[config.mk]
export PLATFORM = sky130hd
export DESIGN_NAME = bitwise_gate_accum_flat
export DESIGN_NICKNAME = d
export VERILOG_FILES = /design/src/rtl/gate_pkg.sv /design/src/rtl/bitwise_gate_accum_if.sv /design/src/rtl/gate_reduce.sv /design/src/rtl/bitwise_gate_accum.sv /design/src/flat_wrapper.sv
export SDC_FILE = /design/constraint.sdc
export NUM_CORES = 1
export LEC_CHECK = 0
export BUFFER_PORTS_ARGS = -buffer_cell sky130_fd_sc_hd__buf_2
export CAP_MARGIN = 20
export CORE_MARGIN = 2
export CORE_UTILIZATION = 50
export DETAILED_ROUTE_END_ITERATION = 8
export GPL_TIMING_DRIVEN = 0
export PLACE_DENSITY = 0.71
export SETUP_SLACK_MARGIN = 0.2
export SYNTH_ARGS = -nofsm -noshare
export SYNTH_HDL_FRONTEND = slang
export SYNTH_HIERARCHICAL = 1
export SYNTH_SLANG_ARGS = --single-unit
[constraint.sdc]
create_clock -name clk -period 4.6 [get_ports clk]
set_input_delay 0.46 -clock clk [delete_from_list [all_inputs] [get_ports clk]]
set_output_delay 0.46 -clock clk [all_outputs]
set_load 0.02 [all_outputs]
[src/rtl/gate_pkg.sv]
// Shared types and op decoding for the bitwise gate accumulator.
// Ops 3-5 are the inverted forms of 0-2; ops 6-7 are reserved.
package gate_pkg;

    typedef enum logic [2:0] {
        OP_AND  = 3'd0,
        OP_OR   = 3'd1,
        OP_XOR  = 3'd2,
        OP_NAND = 3'd3,
        OP_NOR  = 3'd4,
        OP_XNOR = 3'd5,
        OP_RSV6 = 3'd6,
        OP_RSV7 = 3'd7
    } op_e;

    typedef enum logic {
        IDLE  = 1'b0,
        ACCUM = 1'b1
    } state_e;

    typedef enum logic [1:0] {
        BASE_AND = 2'd0,
        BASE_OR  = 2'd1,
        BASE_XOR = 2'd2
    } base_e;

    function automatic logic is_inv(op_e op);
        return (op == OP_NAND) || (op == OP_NOR) || (op == OP_XNOR);
    endfunction

    function automatic logic is_rsv(op_e op);
        return (op == OP_RSV6) || (op == OP_RSV7);
    endfunction

    // Reserved ops reduce with AND; their data is forced to zero at the output anyway.
    function automatic base_e base_of(op_e op);
        case (op)
            OP_OR, OP_NOR:   return BASE_OR;
            OP_XOR, OP_XNOR: return BASE_XOR;
            default:         return BASE_AND;
        endcase
    endfunction

endpackage

[src/rtl/bitwise_gate_accum_if.sv]
// Valid/ready stream bundle for bitwise_gate_accum (input beats and registered result).
// GATE_POPCOUNT_EN adds the out_pop result field.
interface bitwise_gate_accum_if #(
    parameter int WIDTH  = 8,
    parameter int NUM_IN = 2,
    parameter int CNT_W  = 8
);
    logic                     in_valid;
    logic                     in_ready;
    logic [NUM_IN*WIDTH-1:0]  in_data;
    logic [2:0]               in_op;
    logic                     in_acc;
    logic                     in_last;
    logic                     out_valid;
    logic                     out_ready;
    logic [WIDTH-1:0]         out_data;
    logic [CNT_W-1:0]         out_beats;
    logic                     out_err;
`ifdef GATE_POPCOUNT_EN
    logic [$clog2(WIDTH+1)-1:0] out_pop;

    modport master (
        output in_valid, in_data, in_op, in_acc, in_last, out_ready,
        input  in_ready, out_valid, out_data, out_beats, out_err, out_pop
    );
    modport slave (
        input  in_valid, in_data, in_op, in_acc, in_last, out_ready,
        output in_ready, out_valid, out_data, out_beats, out_err, out_pop
    );
`else
    modport master (
        output in_valid, in_data, in_op, in_acc, in_last, out_ready,
        input  in_ready, out_valid, out_data, out_beats, out_err
    );
    modport slave (
        input  in_valid, in_data, in_op, in_acc, in_last, out_ready,
        output in_ready, out_valid, out_data, out_beats, out_err
    );
`endif
endinterface

[src/rtl/gate_reduce.sv]
// Combinational reduction of NUM_IN packed WIDTH-bit operands with one base op.
module gate_reduce
    import gate_pkg::*;
#(
    parameter int WIDTH  = 8,
    parameter int NUM_IN = 2
) (
    input  base_e                    base,
    input  logic [NUM_IN*WIDTH-1:0]  data,
    output logic [WIDTH-1:0]         r
);

    always_comb begin
        r = data[0 +: WIDTH];
        for (int k = 1; k < NUM_IN; k++) begin
            case (base)
                BASE_OR:  r = r | data[k*WIDTH +: WIDTH];
                BASE_XOR: r = r ^ data[k*WIDTH +: WIDTH];
                default:  r = r & data[k*WIDTH +: WIDTH];
            endcase
        end
    end

endmodule

[src/rtl/bitwise_gate_accum.sv]
// Registered NUM_IN-operand logic gate stage with optional multi-beat accumulation.
// GATE_POPCOUNT_EN adds a registered population count of the result (out_pop).
module bitwise_gate_accum
    import gate_pkg::*;
#(
    parameter int WIDTH  = 8,
    parameter int NUM_IN = 2,
    parameter int CNT_W  = 8
) (
    input  logic                 clk,
    input  logic                 rst,
    bitwise_gate_accum_if.slave  bus
);

    state_e             state, state_n;
    op_e                op_q, op_q_n, op_in;
    base_e              red_base, q_base;
    logic [WIDTH-1:0]   acc, acc_n, r, fold;
    logic [CNT_W-1:0]   cnt, cnt_n, cnt_inc;
    logic               accept, load;
    logic [WIDTH-1:0]   res_data;
    logic [CNT_W-1:0]   res_beats;
    logic               res_err;

    assign bus.in_ready = !bus.out_valid || bus.out_ready;
    assign accept       = bus.in_valid && bus.in_ready;
    assign op_in        = op_e'(bus.in_op);
    assign q_base       = base_of(op_q);
    // Mid-packet beats reduce with the op latched at packet start, not the live in_op.
    assign red_base     = (state == IDLE) ? base_of(op_in) : q_base;
    assign cnt_inc      = (cnt == {CNT_W{1'b1}}) ? cnt : cnt + 1'b1;

    gate_reduce #(.WIDTH(WIDTH), .NUM_IN(NUM_IN)) u_reduce (
        .base (red_base),
        .data (bus.in_data),
        .r    (r)
    );

    always_comb begin
        case (q_base)
            BASE_OR:  fold = acc | r;
            BASE_XOR: fold = acc ^ r;
            default:  fold = acc & r;
        endcase
    end

    always_comb begin
        state_n   = state;
        acc_n     = acc;
        op_q_n    = op_q;
        cnt_n     = cnt;
        load      = 1'b0;
        res_data  = '0;
        res_beats = '0;
        res_err   = 1'b0;
        case (state)
            IDLE: begin
                if (accept) begin
                    if (bus.in_acc && !bus.in_last) begin
                        state_n = ACCUM;
                        acc_n   = r;
                        op_q_n  = op_in;
                        cnt_n   = CNT_W'(1);
                    end else begin
                        load      = 1'b1;
                        res_data  = is_rsv(op_in) ? '0 : (is_inv(op_in) ? ~r : r);
                        res_beats = CNT_W'(1);
                        res_err   = is_rsv(op_in);
                    end
                end
            end
            ACCUM: begin
                if (accept) begin
                    acc_n = fold;
                    cnt_n = cnt_inc;
                    if (bus.in_last) begin
                        state_n   = IDLE;
                        load      = 1'b1;
                        res_data  = is_rsv(op_q) ? '0 : (is_inv(op_q) ? ~fold : fold);
                        res_beats = cnt_inc;
                        res_err   = is_rsv(op_q);
                    end
                end
            end
            default: state_n = IDLE;
        endcase
    end

    always_ff @(posedge clk) begin
        if (rst) begin
            state         <= IDLE;
            acc           <= '0;
            op_q          <= OP_AND;
            cnt           <= '0;
            bus.out_valid <= 1'b0;
            bus.out_data  <= '0;
            bus.out_beats <= '0;
            bus.out_err   <= 1'b0;
        end else begin
            state <= state_n;
            acc   <= acc_n;
            op_q  <= op_q_n;
            cnt   <= cnt_n;
            // load implies accept, so a pending result is never overwritten unconsumed.
            if (load) begin
                bus.out_valid <= 1'b1;
                bus.out_data  <= res_data;
                bus.out_beats <= res_beats;
                bus.out_err   <= res_err;
            end else if (bus.out_ready) begin
                bus.out_valid <= 1'b0;
            end
        end
    end

`ifdef GATE_POPCOUNT_EN
    localparam int POP_W = $clog2(WIDTH+1);
    logic [POP_W-1:0] pop_n;

    always_comb begin
        pop_n = '0;
        for (int i = 0; i < WIDTH; i++) begin
            pop_n = pop_n + POP_W'(res_data[i]);
        end
    end

    always_ff @(posedge clk) begin
        if (rst) begin
            bus.out_pop <= '0;
        end else if (load) begin
            bus.out_pop <= pop_n;
        end
    end
`endif

endmodule

[src/flat_wrapper.sv]
// flat-port wrapper written by rule: the top's interface ports become plain ports
module bitwise_gate_accum_flat import gate_pkg::*;
#(
    parameter int WIDTH  = 8,
    parameter int NUM_IN = 2,
    parameter int CNT_W  = 8
)
  (clk, rst, bus_in_valid, bus_in_data, bus_in_op, bus_in_acc, bus_in_last, bus_out_ready, bus_in_ready, bus_out_valid, bus_out_data, bus_out_beats, bus_out_err);
  bitwise_gate_accum_if #(.WIDTH(WIDTH), .NUM_IN(NUM_IN), .CNT_W(CNT_W)) bus_i ();
  input  logic clk;
  input  logic rst;
  input wire logic [$bits(bus_i.in_valid)-1:0] bus_in_valid;
  input wire logic [$bits(bus_i.in_data)-1:0] bus_in_data;
  input wire logic [$bits(bus_i.in_op)-1:0] bus_in_op;
  input wire logic [$bits(bus_i.in_acc)-1:0] bus_in_acc;
  input wire logic [$bits(bus_i.in_last)-1:0] bus_in_last;
  input wire logic [$bits(bus_i.out_ready)-1:0] bus_out_ready;
  output wire logic [$bits(bus_i.in_ready)-1:0] bus_in_ready;
  output wire logic [$bits(bus_i.out_valid)-1:0] bus_out_valid;
  output wire logic [$bits(bus_i.out_data)-1:0] bus_out_data;
  output wire logic [$bits(bus_i.out_beats)-1:0] bus_out_beats;
  output wire logic [$bits(bus_i.out_err)-1:0] bus_out_err;
  assign bus_i.in_valid = bus_in_valid;
  assign bus_i.in_data = bus_in_data;
  assign bus_i.in_op = bus_in_op;
  assign bus_i.in_acc = bus_in_acc;
  assign bus_i.in_last = bus_in_last;
  assign bus_i.out_ready = bus_out_ready;
  assign bus_in_ready = bus_i.in_ready;
  assign bus_out_valid = bus_i.out_valid;
  assign bus_out_data = bus_i.out_data;
  assign bus_out_beats = bus_i.out_beats;
  assign bus_out_err = bus_i.out_err;
  bitwise_gate_accum #(.WIDTH(WIDTH), .NUM_IN(NUM_IN), .CNT_W(CNT_W)) u_core (.clk(clk), .rst(rst), .bus(bus_i));
endmodule
Yosys cells after proc, flatten, opt, wreduce, memory -nomap -nowiden --
Cells that the tools add are included.
Operators by class: bitwise gates (word level) 9, equal/unequal tests 22, reductions and logical operators 18, mux-type cells 45, add/sub/neg operators 1
Operators with widths (count):
- $mux 8 | 18
- $pmux 8 s2 | 6
- $eq 3x3->1 const B | 8
- $and 8x8->8 | 2
- $not 8->8 | 2
- $or 8x8->8 | 2
- $xor 8x8->8 | 2
- $mux 1 | 15
- $eq 3x2->1 const B | 4
- $add 8x1->8 const B | 1
- $eq 8x8->1 const B | 1
- $pmux 2 s2 | 2
- $reduce_or 2->1 | 4
- $logic_or 1x1->1 | 7
- $eq 3x1->1 const B | 2
- $pmux 1 s2 | 3
- $reduce_and 3->1 | 2
- $eq 2x1->1 const B | 2
- $eq 2x2->1 const B | 2
- $ne 2x2->1 const B | 2
- $logic_and 1x1->1 | 2
- $logic_not 1->1 | 2
- $mux 2 | 1
- $ne 2x1->1 const B | 1
- 2 further kinds | 2
Word-level totals: logic and storage cells 103, bits of input ports 25, output and inout bits 19, flip-flop bits (word level) 38

Longest topological paths before layout --
Gate-level depths: netlist of run 1.
word-level depth 14, mapped depth 16, depth with buffers taken out 15

Hierarchy --
Netlist of run 1, hierarchy kept.
By module, submodules not included:
- bitwise_gate_accum | area an instance 2611.3 um^2, cells each 305, instances 1, sequential area each 760.7 um^2
- gate_reduce | area an instance 481.7 um^2, cells each 70, instances 1, sequential area each 0.0 um^2

Least setup slack after synthesis of run 1 --
OpenSTA, ideal clock, no wires.
path kind flip-flop to flip-flop, from reg u_core.op_q[2], to reg u_core.acc[1], library setup time 0.086 ns, arrival 2.848 ns, buffers on the path 1, required time 4.514 ns, cell stages (with the launch flop) 15, slack 1.666 ns, clock period less this slack 2.934 ns, cells stage by stage dfxtp_1 -> buf_2 -> nor2b_1 -> a21oi_1 -> ha_1 -> o31ai_1 -> ha_1 -> nor2b_1 -> a31oi_1 -> inv_1 -> ha_1 -> nand2_1 -> a31oi_1 -> mux2i_1 -> a211oi_1
On the way: cells in the longest elaborated chain, start to end 10, elaborated cells on any way between the ends 21, classes of those cells eq/ne: 8; mux: 8; bitwise: 3; reduce/logical: 2
Ends and longest elaborated chain:
- start, declared | line bitwise_gate_accum.sv:16 | op_e op_q, op_q_n, op_in;
- start signal, assigned | line bitwise_gate_accum.sv:102 | op_q <= op_q_n;
- $eq 3x2->1 (tied with other cells) | line gate_pkg.sv:37 | case (op)
- $reduce_or 2->1 | line gate_pkg.sv:37
- $pmux 2 s2 (*) | line gate_pkg.sv:37
- $mux 2 (*) | line bitwise_gate_accum.sv:30 | assign red_base = (state == IDLE) ? base_of(op_in) : q_base;
- named net u_core.red_base[1] | line bitwise_gate_accum.sv:17 | base_e red_base, q_base;
- $eq 2x2->1 / $eq 2x1->1 (equally long branches) | line gate_reduce.sv:16 | case (base)
- $pmux 8 s2 (*) | line gate_reduce.sv:16
- named net u_core.r[1] | line bitwise_gate_accum.sv:18 | logic [WIDTH-1:0] acc, acc_n, r, fold;
- $and 8x8->8 (tied with other cells) | line bitwise_gate_accum.sv:43 | default: fold = acc & r;
- $pmux 8 s2 | line bitwise_gate_accum.sv:40 | case (q_base)
- $mux 8 | line bitwise_gate_accum.sv:73 | if (accept) begin
- $pmux 8 s2 (*) | line bitwise_gate_accum.sv:56 | case (state)
- end signal, assigned | line bitwise_gate_accum.sv:101 | acc <= acc_n;
- end, declared | line bitwise_gate_accum.sv:18
Mark *: on every way through the listed nets, which the timed path passes. The rest lies on a longest branch. The select of a mux whose other input is x is not followed. A chain may end at the register's enable or synchronous reset.

Worst setup path after layout of run 1 --
Same ends and word-level chain as after synthesis.

==> qor.txt, run 1 <==
Clock input transition at the sequential cells of the worst setup and hold paths: 0.08 ns
CTS HTree Levels: 2
Worst hold path type: reg -> reg
Number of I/O port buffers: 41
Clock tree from TritonCTS: yes
Final total power: 0.8647 mW
Detail Placement HPWL: 5595 um
Clock buffers created by TritonCTS: 5
Hold depth: 2
Die W: 82.65 um
I/O pin total: 44
Worst-case hold slack: 0.4426 ns
Slew @ Worst Pin: 0.8444 ns
Cts hold-fix bufs: 0
DR vias/cell: 5.675
Fin. max-slew vios: 0
Seq cells post-synth: 38
Core area: 5956 um^2
Max-slew headroom at the worst pin: 43.24%
Startpoint class of the critical path: register
Maximum number of pins on one net before global-route repair: 13
Number of global-route vias before repair: 2780
Final net count: 486
Cell repeated most along the worst path: sky130_fd_sc_hd__ha_1
Number of rows created at floorplan: 28
Slowest library cell on the worst path: sky130_fd_sc_hd__ha_1
Power density of the placed cells: 248.0 nW/um^2
Wire length per cell: 14.95 um
Unrepaired setup endpoints after global routing: false
Leading post-synthesis cells by instance count: 41 x sky130_fd_sc_hd__inv_1, 38 x sky130_fd_sc_hd__dfxtp_1, 38 x sky130_fd_sc_hd__ha_1
Area of the mapped netlist: 3093 um^2
Number of antenna-violating nets in the routed design: 0
Register area share after synthesis: 24.60%
Count of TritonRoute iterations in the first routing pass: 4
Layout cell share with drive strength beyond 1: 18.16%
Kind of end point of the critical path: register
Worst-path maximum fanout: 9
Insertion delay to the later sink of the worst-skew pair: 0.30 ns
Count of different cell masters after synthesis: 60
Crit path arrival time: 3.70 ns
Startpoint of the lowest-slack register-to-register path: u_core/op_q[2]
Origin of the worst setup path: u_core/op_q[2]
Worst-case register-to-register setup slack: 1.11 ns
Sink Count: 38
Most frequent cell after synthesis: sky130_fd_sc_hd__inv_1
Crit Path Class: reg -> reg
DR DRC count: 0
Endpoint required time on the critical path: 4.81 ns
First DRT Iteration DRCs: 190
Root cell of the clock tree: sky130_fd_sc_hd__clkbuf_8
Fillers: 561
Die height: 82.65 um
Period Utilization, post-route: 75.96%
Post-Synthesis Mean Instance Area: 8.248 um^2
Global route total overflow: 0
CP max stage delay: 0.40 ns
Number of instances in the synthesized netlist: 375
Top cells by area in the synthesized netlist: sky130_fd_sc_hd__dfxtp_1 25%, sky130_fd_sc_hd__ha_1 15%, sky130_fd_sc_hd__inv_1 5.0%
Reg2reg path depth: 14
Overall via count from detail_route: 2832
Setup Total Neg Slack: 0 ns
Finish-stage setup viols: 0
Syn nets: 438
Buffers inserted by post-CTS timing repair: 0
Total of cells resized after clock tree synthesis: 0
Antenna cell count: 0
Effective utilization at floorplan: 51.93%
Area share of the leading cell type in the synthesized netlist: 24.60%
Routability congestion estimate from global placement: 0.8220
Leakage component of the power: 1.543 nW
Largest area contributor in the synthesized netlist: sky130_fd_sc_hd__dfxtp_1
Critical Path End: u_core/acc[1]
Outcome: finished clean
Fraction of registers with async set or reset after synthesis: 0%
Number of buffers between clock root and the deepest sink: 2
Warning count from the yosys run: 6
Post-synth EDFFs: 0
Critical-path cell list: buf_2 -> nor2b_1 -> a21oi_1 -> ha_1 -> o31ai_1 -> ha_1 -> nor2b_1 -> a31oi_1 -> inv_1 -> ha_1 -> nand2_1 -> a31oi_1 -> mux2i_1 -> a211oi_1
Post-route minimum period: 3.494 ns
Most instantiated flip-flop cell in the synthesis netlist: sky130_fd_sc_hd__dfxtp_1
Worst supply voltage drop on vdd: 0.1879 mV
Number of failing hold endpoints at the final stage: 0
Final worst clock skew: 0.009441 ns
Antenna violations before repair: 0
Total Die Area: 6831 um^2
Endpoint of the worst-slack reg-to-reg timing path: u_core/acc[1]
Area added between synthesis and finish: 12.74%
Number of maximum-capacitance constraint violations: 0
Global-route wire length before repair: 12800 um
Fmax achieved: 286.2 MHz
Detailed-route wire length: 7462 um
Global routing usage summed across all routing layers: 24.39%
==> layer usage <==
metal	track usage, %	wire, um	up-vias	part of all wire (%)
met5	0	0	-	0
li1	-	-	1431	-
met3	3.913	439	10	5.9
met4	8.033	113	0	1.5
met1	33.71	3543	1325	47
met2	38.63	3366	66	45
==> layout by cell type, fill, tap and decap left out, types with 2 or more instances in the layout <==
cell,n
sky130_fd_sc_hd__nor3_1,10
sky130_fd_sc_hd__a32oi_1,8
sky130_fd_sc_hd__buf_4,2
sky130_fd_sc_hd__nor2b_1,20
sky130_fd_sc_hd__a21oi_1,13
sky130_fd_sc_hd__clkbuf_8,6
sky130_fd_sc_hd__mux2i_1,6
sky130_fd_sc_hd__nand3_1,12
sky130_fd_sc_hd__ha_1,38
sky130_fd_sc_hd__nand4_1,3
sky130_fd_sc_hd__a31oi_1,20
sky130_fd_sc_hd__o21bai_1,9
sky130_fd_sc_hd__and3_1,3
sky130_fd_sc_hd__xnor2_1,13
sky130_fd_sc_hd__o21ai_0,3
sky130_fd_sc_hd__nor2_1,13
sky130_fd_sc_hd__clkbuf_2,3
sky130_fd_sc_hd__dfxtp_1,38
sky130_fd_sc_hd__clkbuf_1,4
sky130_fd_sc_hd__nand2_1,27
sky130_fd_sc_hd__nand2b_1,19
sky130_fd_sc_hd__a21o_1,2
sky130_fd_sc_hd__a211oi_1,2
sky130_fd_sc_hd__o211ai_1,13
sky130_fd_sc_hd__buf_2,47
sky130_fd_sc_hd__o22ai_1,7
sky130_fd_sc_hd__inv_1,41
sky130_fd_sc_hd__o32ai_1,2
sky130_fd_sc_hd__a22o_1,4
sky130_fd_sc_hd__or3_1,2
sky130_fd_sc_hd__nor3b_1,2
==> per-stage QoR <==
stage / std cells / setup WS, ns / util, % / instance area (um^2)
after global placement: 491 / 1.224 / 56.95 / 3392
final: 499 / 1.106 / 58.55 / 3487
after detailed placement: 491 / 1.169 / 56.95 / 3392
after CTS: 499 / 1.111 / 58.55 / 3487
after floorplan: 375 / 1.666 / - / 3093
after global routing: 499 / 0.7713 / 58.55 / 3487
==> worst max-delay path, delay by kind of cell, from the launching register on <==
family | cells | cell delay, ns
buffers and inverters | 2 | 0.25
AOI/OAI and AO/OA | 5 | 1.40
and+or+nand+nor | 3 | 0.40
muxes | 1 | 0.13
DFF | 1 | 0.30
adders and majority gates | 3 | 0.92
==> state kept, by name, summed over array words and instances (netlist names) <==
name,count
u_core/acc,8
u_core/bus.out_beats,8
u_core/bus.out_data,8
u_core/cnt,8
u_core/op_q,3
u_core/bus.out_err,1
u_core/bus.out_valid,1
u_core/state,1
==> cell families (layout without fill, tap and decap cells) <==
| family | Yosys count | in the layout | synth area share [%] |
|---|---|---|---|
| simple gates | 123 | 123 | 22.45 |
| compound gates | 95 | 95 | 22.65 |
| buf+inv | 61 | 110 | 8.940 |
| fa+ha+maj | 38 | 38 | 15.37 |
| flops | 38 | 38 | 24.60 |
| xor+xnor | 13 | 13 | 3.681 |
| mux | 7 | 7 | 2.306 |
==> layout make-up <==
| type | instances | area (um^2) | share of cell area (%) |
|---|---|---|---|
| multi-input cells | 276 | 2056 | 58.95 |
| well taps | 75 | 93.84 | 2.691 |
| plain buffers | 18 | 110.1 | 3.158 |
| flip-flops and latches | 38 | 760.7 | 21.82 |
| repair buffers | 41 | 205.2 | 5.884 |
| clock buffers | 6 | 82.58 | 2.368 |
| clock inverters | 2 | 12.51 | 0.3588 |
| inverters | 43 | 166.4 | 4.772 |
==> how the worst min path moves through the flow <==
| stage | startpoint | to | slack (ns) |
|---|---|---|---|
| 3_5_place_dp | u_core/bus.out_beats[2] | u_core/bus.out_beats[2] | 0.44 |
| 2_1_floorplan | u_core/cnt[3] | u_core/cnt[3] | 0.47 |
| 5_1_grt | u_core/bus.out_beats[2] | u_core/bus.out_beats[2] | 0.47 |
| 3_3_place_gp | u_core/bus.out_beats[4] | u_core/bus.out_beats[4] | 0.42 |
| 4_1_cts | bus_in_last | u_core/state | 0.44 |
| 6_report | u_core/bus.out_beats[2] | u_core/bus.out_beats[2] | 0.44 |
==> power by group <==
| part | internal, mW | total (mW) | switching (mW) |
|---|---|---|---|
| Clock | 0.121 | 0.250 | 0.129 |
| Sequential | 0.344 | 0.355 | 0.0106 |
| Combinational | 0.105 | 0.260 | 0.156 |
| Total | 0.569 | 0.865 | 0.295 |
No activity file was read; power rests on OpenSTA's default activity.
==> run 2, diff against run 1 <==
--- a/config.mk
+++ b/config.mk
@@ -11,7 +11,7 @@
 export CORE_UTILIZATION = 50
 export DETAILED_ROUTE_END_ITERATION = 8
 export GPL_TIMING_DRIVEN = 0
-export PLACE_DENSITY = 0.71
+export PLACE_DENSITY = 0.74
 export SETUP_SLACK_MARGIN = 0.2
 export SYNTH_ARGS = -nofsm -noshare
 export SYNTH_HDL_FRONTEND = slang
==> constraint.sdc (replaced) <==
create_clock -name clk -period 2.9 [get_ports clk]
set_input_delay 0.29 -clock clk [delete_from_list [all_inputs] [get_ports clk]]
set_output_delay 0.29 -clock clk [all_outputs]
set_load 0.02 [all_outputs]
==> run 2 against run 1 <==
Effect of this change: the run now ends with negative setup slack left; combinational power grew to 2.8 times the previous value; sequential power up 59%; core utilization rose by 14 points; die area stayed put; final area increased by 23%; non-clock buffer count increased by 28.
==> qor.txt, run 2 (synthesized netlist as in run 1, its figures left out) <==
DR vias/cell: 6.141 (+8.2%)
Net switching power: 0.6039 mW (+100%)
Count of TritonRoute iterations in the first routing pass: 5 (+1)
Effective utilization at floorplan: 51.93% (unchanged)
Global routing usage summed across all routing layers: 25.40% (+1.0 points)
Final WS setup: -0.2334 ns (-1.339 ns)
Number of buffers between clock root and the deepest sink: 2 (unchanged)
Area added between synthesis and finish: 39.20%
Number of global-route vias before repair: 2851 (+2.6%)
Endpoint required time on the critical path: 3.10 ns (-1.71 ns)
Die height: 82.65 um (unchanged)
Number of maximum-capacitance constraint violations: 0 (unchanged)
Finish-stage setup viols: 16 (+16)
Startpoint of the lowest-slack register-to-register path: u_core/op_q[2]
Hold depth: 2 (unchanged)
Placed instance count: 491 (unchanged)
Total area of sequential cells: 769.5 um^2 (+1.2%)
Post-route minimum period: 3.133 ns (-0.3607 ns)
Detailed-route wire length: 10260 um (+37%)
Startpoint class of the critical path: register
Number of antenna-violating nets in the routed design: 0 (unchanged)
Number of failing hold endpoints at the final stage: 0 (unchanged)
Post-layout util: 72.29% (+14 points)
DR DRC count: 0 (unchanged)
Fin. max-slew vios: 0 (unchanged)
Total Die Area: 6831 um^2 (unchanged)
Combinational share of power: 41.0% (+11 points)
Number of rows created at floorplan: 28 (unchanged)
Worst hold path type: in -> reg
Launch instance of the worst min-delay path: bus_in_last
Final net count: 514 (+5.8%)
Internal power component: 1.149 mW (+100%)
Endpoint of the worst hold-timing path: u_core/state
Wire length per cell: 19.50 um (+30%)
Fraction of power spent switching nets: 34.46% (+0.29 points)
Worst supply voltage drop on vdd: 0.2487 mV (+32%)
Overall via count from detail_route: 3230 (+14%)
First DRT Iteration DRCs: 399 (+110%)
Worst-case register-to-register setup slack: -0.23 ns (-1.34 ns)
Maximum number of pins on one net before global-route repair: 12 (-1)
Most frequent cells in the layout: 46 x sky130_fd_sc_hd__buf_2, 35 x sky130_fd_sc_hd__dfxtp_1, 31 x sky130_fd_sc_hd__inv_1, 28 x sky130_fd_sc_hd__buf_4, 27 x sky130_fd_sc_hd__ha_1
Crit Path Class: reg -> reg
Clock buffers created by TritonCTS: 5 (unchanged)
Power density of the placed cells: 407.1 nW/um^2 (+64%)
Worst-path maximum fanout: 8 (-1)
Detail Placement HPWL: 5634 um (+0.69%)
Multi-input combinational cell area: 2604 um^2 (+27%)
Kind of end point of the critical path: register
Layout cell share with drive strength beyond 1: 39.91% (+22 points)
Die W: 82.65 um (unchanged)
Non-filler instance count after layout: 526 (+5.4%)
Routability congestion estimate from global placement: 0.8630 (+5.0%)
Slew @ Worst Pin: 0.9392 ns (+0.09483 ns)
Period Utilization, post-route: 108.0% (+32 points)
Clock input transition at the sequential cells of the worst setup and hold paths: 0.08 ns (about the same)
Leakage component of the power: 1.828 nW (+18%)
CTS HTree Levels: 2 (unchanged)
Antenna violations before repair: 0 (unchanged)
Sink Count: 38 (unchanged)
Final worst clock skew: 0.007311 ns (-0.002130 ns)
Max-slew headroom at the worst pin: 37.22% (-6.0 points)
Sequential share of power: 32.2% (-8.8 points)
Fmax achieved: 319.1 MHz (+12%)
Global route total overflow: 0 (unchanged)
Core area: 5956 um^2 (unchanged)
Violated checks: negative setup slack
Fillers: 422 (-25%)
Unrepaired setup endpoints after global routing: true
Insertion delay to the later sink of the worst-skew pair: 0.29 ns (about the same)
Most common library cell in the layout ignoring fill and taps: sky130_fd_sc_hd__buf_2
Endpoint of the worst-slack reg-to-reg timing path: u_core/acc[0]
Crit path arrival time: 3.33 ns (-0.37 ns)
Global-route wire length before repair: 13410 um (+4.7%)
I/O pin total: 44 (unchanged)
Reg2reg path depth: 15 (+1)
Root cell of the clock tree: sky130_fd_sc_hd__clkbuf_8
Power share of the clock group: 26.8% (-2.1 points)
Antenna cell count: 0 (unchanged)
Clock tree from TritonCTS: yes
Number of I/O port buffers: 41 (unchanged)
Outcome: finished with violations
run 2: cell count changes in the layout (fill, tap and decap cells not counted), sizes merged:
cell,change
buf,+28
clkinv,-1
bufinv,+1
clkinvlp,-1
run 2: cell type report:
cell class | instances | area share, %
Buffer | 18 | 2.906
Clock buffer | 6 | 1.918
Clock inverter | 1 | 0.6975
Inverter | 43 | 3.923
Multi-Input combinational cell | 276 | 60.48
Sequential cell | 38 | 17.87
Tap cell | 75 | 2.180
Timing Repair Buffer | 69 | 10.03
run 2: layer usage:
metal  GRT usage (%)  vias to the layer above  wire length, um
li1                -                     1484                -
met1           33.53                     1537             4337
met3           3.370                       25              671
met2           41.94                      184             4997
met4           9.836                        0              249
met5               0                        -                0
run 2: critical path, cell delays in order, from the launching register on:
cell and delay, ns:
sky130_fd_sc_hd__dfxtp_2 0.32, sky130_fd_sc_hd__buf_6 0.13, sky130_fd_sc_hd__nor3b_4 0.28, sky130_fd_sc_hd__a21oi_4 0.11, sky130_fd_sc_hd__ha_4 0.19, sky130_fd_sc_hd__o31ai_4 0.27
sky130_fd_sc_hd__ha_4 0.27, sky130_fd_sc_hd__buf_12 0.13, sky130_fd_sc_hd__nor2b_4 0.13, sky130_fd_sc_hd__a31oi_4 0.21, sky130_fd_sc_hd__inv_2 0.07, sky130_fd_sc_hd__ha_4 0.27
sky130_fd_sc_hd__nand2_2 0.06, sky130_fd_sc_hd__a31oi_4 0.23, sky130_fd_sc_hd__mux2i_1 0.13, sky130_fd_sc_hd__a211oi_1 0.25
run 2: per-stage QoR:
stage                     setup slack, ns  power, mW  hold WS (ns)  TNS (ns)  cell area, um^2
after floorplan                    0.1408     0.8797        0.4001         0             3138
after global placement            -0.2668     0.9807        0.4267    -3.006             3437
after detailed placement          -0.3420     0.9958        0.4281    -4.448             3437
after CTS                         0.03809      1.551        0.2712         0             3885
after global routing              -0.3314      1.818        0.2893    -3.772             4305
final                             -0.2334      1.753        0.2811    -2.625             4305
run 2: timing repair:
action | 4_1_cts | 5_1_grt
setup endpoints to repair | 16 | 16
hold buffers | 0 | 0
setup buffers | 19 | 9
pin swaps | 13 | 31
gates resized for setup | 34 | 68
run 2: how the worst max path moves through the flow:
stage | from | slack, ns | end
after detailed placement | u_core/op_q[0] | -0.34 | u_core/bus.out_data[6]
after global placement | u_core/op_q[0] | -0.27 | u_core/bus.out_data[6]
after CTS | u_core/op_q[2] | 0.04 | u_core/bus.out_data[2]
final | u_core/op_q[2] | -0.23 | u_core/acc[0]
after global routing | u_core/op_q[2] | -0.33 | u_core/acc[2]
after floorplan | u_core/op_q[2] | 0.14 | u_core/acc[0]
run 2: power by group through the flow:
stage                     clock network [mW]  logic [mW]  registers (mW)
after floorplan                            0       0.291           0.589
after global placement                     0       0.406           0.574
after detailed placement                   0       0.421           0.575
after CTS                              0.471       0.517           0.563
after global routing                   0.495       0.756           0.567
final                                  0.470       0.719           0.564
==> run 3, diff against run 2 <==
--- a/config.mk
+++ b/config.mk
@@ -11,7 +11,7 @@
 export CORE_UTILIZATION = 50
 export DETAILED_ROUTE_END_ITERATION = 8
 export GPL_TIMING_DRIVEN = 0
-export PLACE_DENSITY = 0.74
+export PLACE_DENSITY = 0.79
 export SETUP_SLACK_MARGIN = 0.2
 export SYNTH_ARGS = -nofsm -noshare
 export SYNTH_HDL_FRONTEND = slang
==> run 3 against run 2 <==
Effect of this change: the run still ends with negative setup slack left; register-to-register slack better by 0.12 ns; via count rose by 2.7%; power is 5.3% lower; global-route usage up 3.7 points; clock power down 24%; final cell count grew 0.57%; first-iteration DRC count shrank 0.75%; hold slack worse by 0.0087 ns; clock-buffer cell count up 1; final area is 1.6% lower; die area is the same; sequential power barely moved; critical path type unchanged; critical endpoint is now u_core/bus.out_data[2]; largest power group unchanged.
==> qor.txt, run 3 (synthesized netlist as in run 1, its figures left out) <==
Power density of the placed cells: 391.7 nW/um^2 (-3.8%)
Leakage component of the power: 1.798 nW (-1.6%)
Clock buffers created by TritonCTS: 5 (unchanged)
First DRT Iteration DRCs: 396 (-0.75%)
Slew @ Worst Pin: 0.8690 ns (-0.07015 ns)
Global-route wire length before repair: 15060 um (+12%)
Net switching power: 0.6056 mW (+0.27%)
Setup Total Neg Slack: -0.7940 ns (+1.831 ns)
Met1 Resource Use GR: 36.47% (+2.9 points)
I/O pin total: 44 (unchanged)
Startpoint of the lowest-slack register-to-register path: u_core/op_q[2]
Fmax achieved: 331.8 MHz (+4.0%)
Crit Path Class: reg -> reg
Total Die Area: 6831 um^2 (unchanged)
Insertion delay to the later sink of the worst-skew pair: 0.30 ns (about the same)
Fin. max-slew vios: 0 (unchanged)
Detail Placement HPWL: 5592 um (-0.74%)
Global routing usage summed across all routing layers: 29.08% (+3.7 points)
Die height: 82.65 um (unchanged)
Layout cell share with drive strength beyond 1: 37.00% (-2.9 points)
Cts hold-fix bufs: 0 (unchanged)
Power share of the clock group: 21.5% (-5.3 points)
Sink Count: 38 (unchanged)
Number of global-route vias before repair: 3153 (+11%)
Die W: 82.65 um (unchanged)
Final worst clock skew: 0.007919 ns (+0.0006078 ns)
Kind of end point of the critical path: register
Fraction of power spent switching nets: 36.48% (+2.0 points)
Overall via count from detail_route: 3317 (+2.7%)
Unrepaired setup endpoints after global routing: true
CP max stage delay: 0.32 ns (about the same)
Worst-path maximum fanout: 5 (-3)
Number of I/O port buffers: 41 (unchanged)
Clock tree from TritonCTS: yes
Core area: 5956 um^2 (unchanged)
Final WS setup: -0.1139 ns (+0.1194 ns)
Wire length per cell: 19.27 um (-1.1%)
Endpoint of the worst hold-timing path: u_core/state
Worst hold path type: in -> reg
Number of maximum-capacitance constraint violations: 0 (unchanged)
Worst-case hold slack: 0.2724 ns (-0.008677 ns)
Number of rows created at floorplan: 28 (unchanged)
Reg2reg path depth: 16 (+1)
Number of failing hold endpoints at the final stage: 0 (unchanged)
Most crowded layer after global routing: met2
Placed instance count: 491 (unchanged)
Clock input transition at the sequential cells of the worst setup and hold paths: 0.08 ns (about the same)
Launch instance of the worst min-delay path: bus_in_last
Global route total overflow: 0 (unchanged)
Violated checks: negative setup slack
Number of buffers between clock root and the deepest sink: 2 (unchanged)
Max-slew headroom at the worst pin: 41.58% (+4.4 points)
Detailed-route wire length: 10200 um (-0.59%)
DR DRC count: 0 (unchanged)
CTS HTree Levels: 2 (unchanged)
Fillers: 395 (-6.4%)
Met3 Track Usage GR: 4.891% (+1.5 points)
Maximum number of pins on one net before global-route repair: 11 (-1)
Global routing met2 resource utilization: 48.79% (+6.9 points)
Worst supply voltage drop on vdd: 0.3547 mV (+43%)
Period Utilization, post-route: 103.9% (-4.1 points)
Most common library cell in the layout ignoring fill and taps: sky130_fd_sc_hd__buf_2
Slowest library cell on the worst path: sky130_fd_sc_hd__dfxtp_2
Sequential share of power: 34.0% (+1.8 points)
Outcome: finished with violations
Crit path max-delay family: compound AO/OA/AOI/OAI gates
Hold depth: 2 (unchanged)
Number of antenna-violating nets in the routed design: 0 (unchanged)
Worst Path Buf+Inv: 4 (+1)
Root cell of the clock tree: sky130_fd_sc_hd__clkbuf_8
Internal power component: 1.054 mW (-8.2%)
Final net count: 517 (+0.58%)
Finish-stage setup viols: 12 (-4)
Antenna cell count: 0 (unchanged)
Count of TritonRoute iterations in the first routing pass: 6 (+1)
Most frequent cells in the layout: 46 x sky130_fd_sc_hd__buf_2, 35 x sky130_fd_sc_hd__dfxtp_1, 33 x sky130_fd_sc_hd__inv_1, 29 x sky130_fd_sc_hd__buf_4, 29 x sky130_fd_sc_hd__ha_1
Startpoint class of the critical path: register
Crit path arrival time: 3.20 ns (-0.13 ns)
Endpoint required time on the critical path: 3.08 ns (-0.02 ns)
Post-route minimum period: 3.014 ns (-0.1194 ns)
Non-filler instance count after layout: 529 (+0.57%)
Worst-case register-to-register setup slack: -0.11 ns (+0.12 ns)
Combinational share of power: 44.4% (+3.4 points)
Critical-path cell list: buf_6 -> xnor2_2 -> nor2_2 -> inv_2 -> ha_4 -> o31ai_4 -> ha_4 -> buf_6 -> nor2b_1 -> a31oi_4 -> inv_2 -> ha_1 -> nand2b_1 -> a31oi_4 -> o21bai_1 -> nand3_1
Effective utilization at floorplan: 51.93% (unchanged)
Antenna violations before repair: 0 (unchanged)
Area added between synthesis and finish: 37.01%
Routability congestion estimate from global placement: 0.9227 (+6.9%)
Endpoint of the worst-slack reg-to-reg timing path: u_core/bus.out_data[2]
DR vias/cell: 6.270 (+2.1%)
==> run 3: cell count changes in the layout (fill, tap and decap cells not counted), sizes merged <==
cell	change
buf	+3
bufinv	-1
clkbuf	+1
==> run 3: worst max-delay path by stage <==
stage | startpoint | cells after the start | slack [ns] | endpoint
floorplan | u_core/op_q[2] | 15 | 0.14 | u_core/acc[0]
global route | u_core/op_q[2] | 16 | -0.23 | u_core/acc[0]
global placement | u_core/op_q[0] | 14 | -0.30 | u_core/bus.out_data[4]
detailed placement | u_core/op_q[0] | 14 | -0.37 | u_core/bus.out_data[4]
CTS | u_core/op_q[2] | 16 | -0.02 | u_core/acc[1]
finish | u_core/op_q[2] | 16 | -0.11 | u_core/bus.out_data[2]
==> run 3: stage by stage <==
stage	worst slack [ns]	instance area, um^2	util (%)	total power [mW]
after CTS	-0.01943	4075	68.42	1.543
after detailed placement	-0.3695	3437	57.71	0.9948
after floorplan	0.1408	3138	-	0.8797
final	-0.1139	4238	71.16	1.660
after global placement	-0.3028	3437	57.71	0.9787
after global routing	-0.2304	4238	71.16	1.720
==> run 3: final cells by class <==
cell class	instances	area [um^2]	share of cell area, %
Inverter	43	171.4	4.045
Tap cell	75	93.84	2.214
Buffer	18	125.1	2.952
Clock buffer	7	76.32	1.801
Multi-Input combinational cell	276	2551	60.20
Timing Repair Buffer	72	452.9	10.69
Sequential cell	38	767.0	18.10
==> run 3: power groups by stage <==
stage	registers, mW	logic [mW]	clock network [mW]
5_1_grt	0.568	0.777	0.375
3_3_place_gp	0.575	0.404	0
6_report	0.565	0.738	0.357
2_1_floorplan	0.589	0.291	0
4_1_cts	0.564	0.621	0.358
3_5_place_dp	0.575	0.420	0
==> run 3: metal layers <==
metal | part of all wire [%] | wire length, um
met1 | 39 | 3985
met2 | 48 | 4886
met3 | 8.7 | 885
met4 | 4.3 | 439
met5 | 0 | 0
==> run 3: what timing repair did <==
item | in CTS | in global routing
pin swaps | 29 | 16
gates cloned | 0 | 0
hold endpoints to repair | 0 | 0
gates resized for setup | 67 | 27
setup endpoints to repair | 16 | 16
setup buffers | 28 | 3
